## config.mk

```make
export PLATFORM = sky130hd
export DESIGN_NAME = traffic_phase_controller
export DESIGN_NICKNAME = d
export VERILOG_FILES = /design/src/rtl/tlc_pkg.sv /design/src/rtl/rr_next_dir.sv /design/src/rtl/traffic_phase_controller.sv
export SDC_FILE = /design/constraint.sdc
export NUM_CORES = 1
export LEC_CHECK = 0
export CAP_MARGIN = 5
export CORE_MARGIN = 1
export CORE_UTILIZATION = 40
export DETAILED_ROUTE_END_ITERATION = 8
export PLACE_DENSITY_LB_ADDON = 0.08
export SYNTH_ARGS = -nofsm -noshare
export SYNTH_HDL_FRONTEND = slang
export SYNTH_SLANG_ARGS = --single-unit
```

## constraint.sdc

```tcl
create_clock -name clk -period 2.2 [get_ports clk]
set_input_delay 0.33 -clock clk [delete_from_list [all_inputs] [get_ports clk]]
set_output_delay 0.33 -clock clk [all_outputs]
set_load 0.01 [all_outputs]
```

## src/rtl/tlc_pkg.sv

```systemverilog
// Shared types and helpers for the traffic phase controller family.
//   phase_t    : controller phase encoding (2-bit)
//   lamp_t     : per-approach lamp triple {red, yellow, green}
//   cnt_width  : phase timer width that holds the largest phase time
package tlc_pkg;

   typedef enum logic [1:0] {
      PH_GREEN  = 2'd0,
      PH_YELLOW = 2'd1,
      PH_ALLRED = 2'd2
   } phase_t;

   typedef logic [2:0] lamp_t;

   localparam lamp_t LAMP_RED    = 3'b100;
   localparam lamp_t LAMP_YELLOW = 3'b010;
   localparam lamp_t LAMP_GREEN  = 3'b001;

   function automatic int unsigned cnt_width(input int unsigned a, input int unsigned b,
                                             input int unsigned c, input int unsigned d);
      int unsigned m;
      m = a;
      if (b > m) m = b;
      if (c > m) m = c;
      if (d > m) m = d;
      return ($clog2(m + 1) < 1) ? 1 : $clog2(m + 1);
   endfunction

endpackage

```

## src/rtl/rr_next_dir.sv

```systemverilog
// Combinational round-robin picker.
//   req : per-approach request vector
//   cur : approach currently served (excluded from the scan)
//   nxt : first requesting approach after cur, scanning cur+1, cur+2, ...
//         modulo NUM_DIR; cur+1 (mod NUM_DIR) when nobody requests
module rr_next_dir #(
   parameter int unsigned NUM_DIR = 4
) (
   input  logic [NUM_DIR-1:0]         req,
   input  logic [$clog2(NUM_DIR)-1:0] cur,
   output logic [$clog2(NUM_DIR)-1:0] nxt
);
   import tlc_pkg::*;

   localparam int unsigned DIR_W = $clog2(NUM_DIR);

   always_comb begin
      int unsigned idx;
      idx = 32'(cur) + 1;
      if (idx >= NUM_DIR) idx = idx - NUM_DIR;
      nxt = DIR_W'(idx);
      // Scan farthest-first so the nearest requester overwrites the result last.
      for (int unsigned i = NUM_DIR - 1; i >= 1; i--) begin
         idx = 32'(cur) + i;
         if (idx >= NUM_DIR) idx = idx - NUM_DIR;
         if (req[DIR_W'(idx)]) nxt = DIR_W'(idx);
      end
   end

endmodule

```

## src/rtl/traffic_phase_controller.sv

```systemverilog
// N-approach traffic-light sequencer with timed green/yellow phases and
// demand-driven round-robin hand-over.
//   clk     : clock
//   rst     : synchronous active-high reset
//   sense   : per-approach vehicle demand (already synchronous)
//   red     : red lamp per approach
//   yellow  : yellow lamp per approach
//   green   : green lamp per approach
//   cur_dir : approach currently served
// Build option: define ALL_RED_EN to insert an all-red clearance phase
// between yellow and the next green.
module traffic_phase_controller #(
   parameter int unsigned NUM_DIR      = 4,
   parameter int unsigned GREEN_MIN    = 4,
   parameter int unsigned GREEN_MAX    = 10,
   parameter int unsigned YELLOW_TIME  = 2,
   parameter int unsigned ALL_RED_TIME = 1
) (
   input  logic                       clk,
   input  logic                       rst,
   input  logic [NUM_DIR-1:0]         sense,
   output logic [NUM_DIR-1:0]         red,
   output logic [NUM_DIR-1:0]         yellow,
   output logic [NUM_DIR-1:0]         green,
   output logic [$clog2(NUM_DIR)-1:0] cur_dir
);
   import tlc_pkg::*;

   localparam int unsigned DIR_W = $clog2(NUM_DIR);
   localparam int unsigned CNT_W = cnt_width(GREEN_MIN, GREEN_MAX, YELLOW_TIME, ALL_RED_TIME);

   localparam logic [CNT_W-1:0] G_MIN_T = CNT_W'(GREEN_MIN - 1);
   localparam logic [CNT_W-1:0] G_MAX_T = CNT_W'(GREEN_MAX - 1);
   localparam logic [CNT_W-1:0] Y_T     = CNT_W'(YELLOW_TIME - 1);
   localparam logic [CNT_W-1:0] AR_T    = CNT_W'(ALL_RED_TIME - 1);

   phase_t             phase;
   logic [CNT_W-1:0]   timer;
   logic [DIR_W-1:0]   nxt_dir;
   logic [DIR_W-1:0]   pick;
   logic [NUM_DIR-1:0] cur_oh;
   logic               other_req;

   assign cur_oh    = NUM_DIR'(1) << cur_dir;
   assign other_req = |(sense & ~cur_oh);

   rr_next_dir #(.NUM_DIR(NUM_DIR)) u_pick (
      .req (sense),
      .cur (cur_dir),
      .nxt (pick)
   );

   always_ff @(posedge clk) begin
      if (rst) begin
         phase   <= PH_GREEN;
         cur_dir <= '0;
         timer   <= '0;
         nxt_dir <= '0;
      end else begin
         case (phase)
            PH_GREEN: begin
               if (other_req && (timer == G_MAX_T || (timer >= G_MIN_T && !sense[cur_dir]))) begin
                  phase <= PH_YELLOW;
                  timer <= '0;
               end else if (timer < G_MAX_T) begin
                  timer <= timer + 1'b1;
               end
            end
            PH_YELLOW: begin
               if (timer == Y_T) begin
                  timer   <= '0;
                  nxt_dir <= pick;
`ifdef ALL_RED_EN
                  phase   <= PH_ALLRED;
`else
                  phase   <= PH_GREEN;
                  cur_dir <= pick;
`endif
               end else begin
                  timer <= timer + 1'b1;
               end
            end
            PH_ALLRED: begin
               // cur_dir stays on the old approach here; the grant latched at
               // yellow exit takes effect only when green starts.
               if (timer == AR_T) begin
                  phase   <= PH_GREEN;
                  cur_dir <= nxt_dir;
                  timer   <= '0;
               end else begin
                  timer <= timer + 1'b1;
               end
            end
            default: begin
               phase <= PH_GREEN;
               timer <= '0;
            end
         endcase
      end
   end

   always_comb begin
      lamp_t lamp;
      red    = '0;
      yellow = '0;
      green  = '0;
      for (int unsigned i = 0; i < NUM_DIR; i++) begin
         lamp = LAMP_RED;
         if (DIR_W'(i) == cur_dir) begin
            case (phase)
               PH_GREEN:  lamp = LAMP_GREEN;
               PH_YELLOW: lamp = LAMP_YELLOW;
               default:   lamp = LAMP_RED;
            endcase
         end
         red[i]    = lamp[2];
         yellow[i] = lamp[1];
         green[i]  = lamp[0];
      end
   end

endmodule

```

==> run_results.csv, run 1 <==
group,metric,value,unit
route,ant_nets,0,
floorplanning,die_w,42.45,um
final_layout,diodes,0,
sta,min_period_over_period,0.9408,
yosys,synth.yosys.seq_area_share,0.2141,
clock_network,cts_setup_buffers,0,
power,peakVddDrop,404.7,uV
min_path,holdCritStartpoint,"timer[1]",
worst_setup_path,crit_fanout,5,
global_route,overflow,0,
yosys,synth_top_area_share,0.2141,
min_path,hold_end,"timer[1]",
sta,worstMarginPinSlew,0.3547,ns
yosys,yosys.area.top_type,"dfxtp_1",
clock_network,h-tree-depth,1,
sta,holdWs,0.4935,ns
floorplanning,row_count,14,
min_path,whs_path_depth,2,
clock_network,clock_latency,0.26,ns
min_path,hp-class,"flop to flop",
clock_network,cts_tree,"built",
power,fin_total_pwr,404.4,uW
worst_setup_path,r2r-end,"timer[2]",
sta,hold_violations,0,
worst_setup_path,critPathKind,"input port to flop",
floorplanning,start_util,0.4294,
final_layout,postLayoutCellArea,929.6,sq um
clock_network,cts.reportedPaths.clkPinSlew,0.06,ns
placed_design,placed_cells,120,
status,status,"completed",
worst_setup_path,cpMaxStageDelayCell,"or4_4",
route,detail_route.first_pass.iterations,4,
yosys,synth_area_per_cell,8.079,sq um
final_layout,areaGrowthSynthToFinish,42.06,%
clock_network,ctsResizeCount,0,
placed_design,port_buffers,19,
worst_setup_path,cp_cell_sequence,"clkdlybuf4s50_1, mux4_2, and2_4, or4_4, a32oi_1, o21ai_1",
worst_setup_path,r2r_setup_slack,0.17,ns
sta,fin_skew,0.005162,ns
global_route,grt_use_total,0.2145,
worst_setup_path,startpoint_type,"input port",
sta,max-slew-margin-rel,0.7631,
sta,finalSetupViolations,0,
clock_network,clock_path_buffers,2,
floorplanning,coreArea,1524,sq um
power,pwr_density_cell,435.0,nW/um^2
route,drcViolationCount,0,
final_layout,fillers,147,
global_route,grt_pass1_wl,2960,um
clock_network,clock-root-buffer,"clkbuf_4",
yosys,synth_cell_type_count,33,
worst_setup_path,cp-end-kind,"flop",
placed_design,place_congestion,0.7842,
final_layout,final_net_count,122,
floorplanning,ioPinCount,20,
placed_design,placed_area,894.6,sq um
yosys,netlist_instances,81,
clock_network,numCtsBuffers,3,
placed_design,dpl.hpwl,1267,um
clock_network,clock-sinks,7,
yosys,synth_area_leaders,"dfxtp_1 (21%), ha_1 (13%), nor2_1 (6.3%)",
final_layout,stdcell_count,124,
flow_run,maxCapViolCount,0,
global_route,antenna_found_initial,0,
yosys,ys_ff_latch,7,
route,vias,649,
route,vias_per_cell,5.234,
sta,fin_crit,2.070,ns
worst_setup_path,worstRegToRegCells,8,
power,leakage,0.0003854,uW
floorplanning,die_area,1802,sq um
worst_setup_path,arrival,2.21,ns
yosys,netlist_area,654.4,sq um
route,wl,1611,um
yosys,syn_nets,94,
route,drtIter0Drc,16,
clock_network,cts_hold_buffers,0,
worst_setup_path,cp_data_required_time,2.34,ns
sta,timing.fmax,483.1,MHz
floorplanning,die_y,42.45,um
yosys,synth_warnings,0,
worst_setup_path,max_stage_delay,0.52,ns
final_layout,final_util,0.6100,
global_route,grt_max_degree,9,
global_route,grt_pass1_vias,653,
route,wl_per_cell,12.99,um
worst_setup_path,r2r-start,"cur_dir[0]",
sta,drv_slew,0,
final_layout,drive_gt1_frac,0.1944,
sta,rsz0062_at_grt,"false",
==> where the power goes <==
group / switching (uW) / internal, uW / leakage [uW]
Clock: 52.6 / 66.7 / 0.0000177
Sequential: 16.3 / 139 / 0.0000581
Combinational: 60.6 / 69.3 / 0.000310
==> critical path: cells and delay by family <==
family | cells | cell delay (ns)
AND/OR/NAND/NOR | 2 | 0.68
multiplexers | 1 | 0.50
buffers and inverters | 1 | 0.46
AO/OA/AOI/OAI | 2 | 0.24
==> how the worst max path moves through the flow <==
stage                          start       end  slack, ns
after floorplan           cur_dir[0]  timer[1]       0.14
after global placement      sense[0]  timer[2]       -0.1
after detailed placement    sense[3]  timer[2]      -0.13
after CTS                 cur_dir[0]  timer[2]      0.009
after global routing      cur_dir[0]  timer[2]       0.05
final                       sense[3]  timer[2]       0.13
==> synthesized netlist by cell type <==
| master | instances |
|---|---|
| xnor2_1 | 2 |
| or4b_1 | 1 |
| clkbuf_1 | 1 |
| nand3_1 | 2 |
| nand4b_1 | 2 |
| dfxtp_1 | 7 |
| nor3b_1 | 1 |
| mux4_2 | 1 |
| a32oi_1 | 1 |
| o21ai_1 | 2 |
| and3_1 | 1 |
| a21oi_1 | 2 |
| o21ai_0 | 2 |
| mux2i_1 | 3 |
| o2111a_1 | 1 |
| buf_6 | 1 |
| a221oi_1 | 2 |
| nor3_1 | 1 |
| mux2_2 | 1 |
| or3_1 | 1 |
| inv_1 | 10 |
| or2_2 | 1 |
| a41oi_1 | 1 |
| and2_4 | 1 |
| nor2_1 | 11 |
| ha_1 | 7 |
| o31ai_1 | 1 |
| a2111oi_1 | 1 |
| nand2_1 | 6 |
| nand3b_1 | 1 |
| and2b_2 | 3 |
| nand2b_1 | 2 |
| or4_4 | 1 |
==> cells in the final DEF, fill, tap and decap left out, drive strengths merged, types with 3 or more instances in the layout <==
master / instances
and2b: 3
buf: 6
clkbuf: 3
clkdlybuf4s50: 19
dfxtp: 7
ha: 7
inv: 10
mux2i: 3
nand2: 6
nor2: 11
o21ai: 4
==> per-layer routing <==
metal / GRT usage / vias up / wire length (um)
met5: 0 / - / 0
met4: 0.01875 / 0 / 0
met3: 0.06897 / 0 / 62
met2: 0.3754 / 17 / 776
met1: 0.2651 / 296 / 772
li1: - / 336 / -
==> state kept, by name, indices dropped and copies added, names as in the netlist <==
name and count:
cur_dir 2, timer 4, phase 1
==> cell families (layout without fill, tap and decap cells) <==
family / Yosys count / after routing / share of synthesized area
and+or+nand+nor: 35 / 35 / 0.3040
AOI/OAI and AO/OA: 13 / 13 / 0.1434
buffers and inverters: 12 / 39 / 0.08031
adders and majority gates: 7 / 7 / 0.1338
DFF: 7 / 7 / 0.2141
muxes: 5 / 5 / 0.09751
xor gates and xnor gates: 2 / 2 / 0.02677
==> final cells by class <==
| type | instances | area (sq um) | share of cell area |
|---|---|---|---|
| clock buffer | 3 | 22.52 | 0.02423 |
| clock inverter | 1 | 5.005 | 0.005384 |
| inverter | 10 | 37.54 | 0.04038 |
| multi-input combinational | 62 | 466.7 | 0.5020 |
| sequential | 7 | 142.6 | 0.1534 |
| tap | 16 | 20.02 | 0.02153 |
| timing repair buffer | 25 | 235.2 | 0.2530 |
==> per-stage QoR <==
step	TNS (ns)	setup WS (ns)
after global routing	0	0.04650
after floorplan	0	0.1389
after CTS	0	0.009061
after detailed placement	-0.3274	-0.1330
after global placement	-0.2842	-0.09855
final	0	0.1302
(Power assumes the default switching activity.)
==> inputs of run 2 (changes only) <==
Settings changed: CELL_PAD_IN_SITES_DETAIL_PLACEMENT set to 0, CELL_PAD_IN_SITES_GLOBAL_PLACEMENT set to 2, CORE_MARGIN 1 to unset, CORE_UTILIZATION 40 to 23.
==> run 2 against run 1 <==
  * Largest power group unchanged
  * Combinational power is 3% higher
  * Die area is 70% higher
  * Core utilization is 23 points lower
  * Highest routed layer is now met4
==> run_results.csv, run 2 (synthesized netlist as in run 1, its figures left out) <==
group,metric,value,unit
sta,drv_slew,0,
route,vias_per_cell,4.600,
floorplanning,die_y,55.34,um
final_layout,final_util,0.3836,
floorplanning,row_count,18,
min_path,hp-class,"flop to flop",
power,pwr_density_cell,408.8,nW/um^2
placed_design,dpl.hpwl,1359,um
final_layout,largest_reg_flops,4,
worst_setup_path,cp_cell_sequence,"inv_1, ha_1, and2b_2, a2111oi_1, buf_4, buf_4, or4_4, a32oi_1, o21ai_1",
sta,finalSetupViolations,0,
global_route,grt_use_total,0.1083,
clock_network,numCtsBuffers,3,
sta,max-slew-margin-rel,0.7746,
status,status,"completed",
final_layout,final_cell_mix,"clkdlybuf4s50_1 (19), buf_4 (13), nor2_1 (11)",
final_layout,areaGrowthSynthToFinish,51.82,%
placed_design,port_buffers,19,
worst_setup_path,crit_fanout,6,
sta,hold_violations,0,
global_route,grt_max_degree,9,
global_route,overflow,0,
worst_setup_path,cp-end-kind,"flop",
global_route,grt_pass1_wl,2670,um
sta,fin_crit,2.089,ns
sta,worstMarginPinSlew,0.3372,ns
final_layout,layout_commonest_cell,"clkdlybuf4s50_1",
flow_run,maxCapViolCount,0,
route,drtIter0Drc,11,
power,fin_total_pwr,406.2,uW
clock_network,clock_path_buffers,2,
clock_network,h-tree-depth,1,
sta,fin_skew,0.002626,ns
route,vias,667,
clock_network,cts_setup_buffers,0,
route,wl,1617,um
floorplanning,start_util,0.2527,
global_route,grt_pass1_vias,578,
power,peakVddDrop,349.1,uV
global_route,antenna_found_initial,0,
worst_setup_path,startpoint_type,"flop",
clock_network,cts_tree,"built",
final_layout,diodes,0,
worst_setup_path,crit_top_cell,"buf_4",
floorplanning,coreArea,2590,sq um
placed_design,place_congestion,0.7323,
floorplanning,die_w,55.34,um
route,wl_per_cell,11.15,um
clock_network,cts.reportedPaths.clkPinSlew,0.05,ns
clock_network,clock-root-buffer,"clkbuf_4",
power,leakage,0.0004159,uW
worst_setup_path,max_stage_delay,0.54,ns
clock_network,clock-sinks,7,
final_layout,final_net_count,129,
placed_design,dp_slack,-0.1324,ns
floorplanning,die_area,3063,sq um
floorplanning,ioPinCount,20,
sta,timing.fmax,478.6,MHz
clock_network,clock_latency,0.25,ns
sta,min_period_over_period,0.9497,
route,detail_route.first_pass.iterations,4,
final_layout,top_regs,"timer (4), cur_dir (2), phase (1)",
final_layout,drive_gt1_frac,0.2261,
worst_setup_path,critPathKind,"flop to flop",
final_layout,max_flop_register,"timer",
worst_setup_path,arrival,2.22,ns
route,drcViolationCount,0,
route,ant_nets,0,
sta,holdWs,0.5034,ns
worst_setup_path,cpMaxStageDelayCell,"or4_4",
sta,fin_ws,0.1107,ns
worst_setup_path,cp_data_required_time,2.33,ns
sta,rsz0062_at_grt,"false",
-- run 2: report_power, final --
group | internal (uW) | leakage (uW) | switching [uW]
sequential | 139 | 0.0000581 | 17.1
combinational | 74.2 | 0.000343 | 60.1
clock | 69.2 | 0.0000150 | 46.7
-- run 2: final timing paths --
kind                    from  endpoint  slack [ns]  cells past startpoint
hold reg to reg     timer[1]  timer[1]        0.50                      2
hold / removal      timer[1]  timer[1]        0.50                      2
setup reg to reg  cur_dir[0]  timer[2]        0.11                      9
setup / recovery  cur_dir[0]  timer[2]        0.11                      9
-- run 2: final cells by class --
class | instances | area [sq um]
clock buffer | 4 | 26.28
timing repair buffer | 32 | 287.8
tap | 30 | 37.54
fill | 290 | 1597
multi-input combinational | 62 | 461.7
sequential | 7 | 142.6
inverter | 10 | 37.54
-- run 2: what timing repair did --
| item | 4_1_cts | 5_1_grt |
|---|---|---|
| resized for setup | 1 | 1 |
| hold buffers | 0 | 0 |
| endpoints found under the setup margin | 1 | 1 |
| cloned | 0 | 0 |
| hold endpoints to repair | 0 | 0 |
-- run 2: layer usage --
layer | track usage | wire length (um) | vias up
li1 | - | - | 354
met1 | 0.1558 | 865 | 293
met2 | 0.1601 | 680 | 18
met3 | 0.01639 | 63 | 2
met4 | 0.04286 | 8 | 0
met5 | 0 | 0 | -
-- run 2: worst max-delay path, delay by kind of cell, from the launching register on --
kind	cells	cell delay, ns
compound gates	3	0.28
simple gates	2	0.74
flops	1	0.39
fa+ha+maj	1	0.21
buf+inv	3	0.34
-- run 2: stage by stage --
stage	setup TNS (ns)	instance area, sq um	instances
after floorplan	0	654.4	81
after global placement	-0.2858	964.7	141
after detailed placement	-0.3683	964.7	141
after CTS	0	992.2	145
after global routing	0	993.5	145
final	0	993.5	145
==> inputs of run 3 (changes only) <==
Settings changed: CAP_MARGIN 5 to unset.
==> results of run 3 <==
The final DEF is identical to that of run 2; final timing and power are the same.
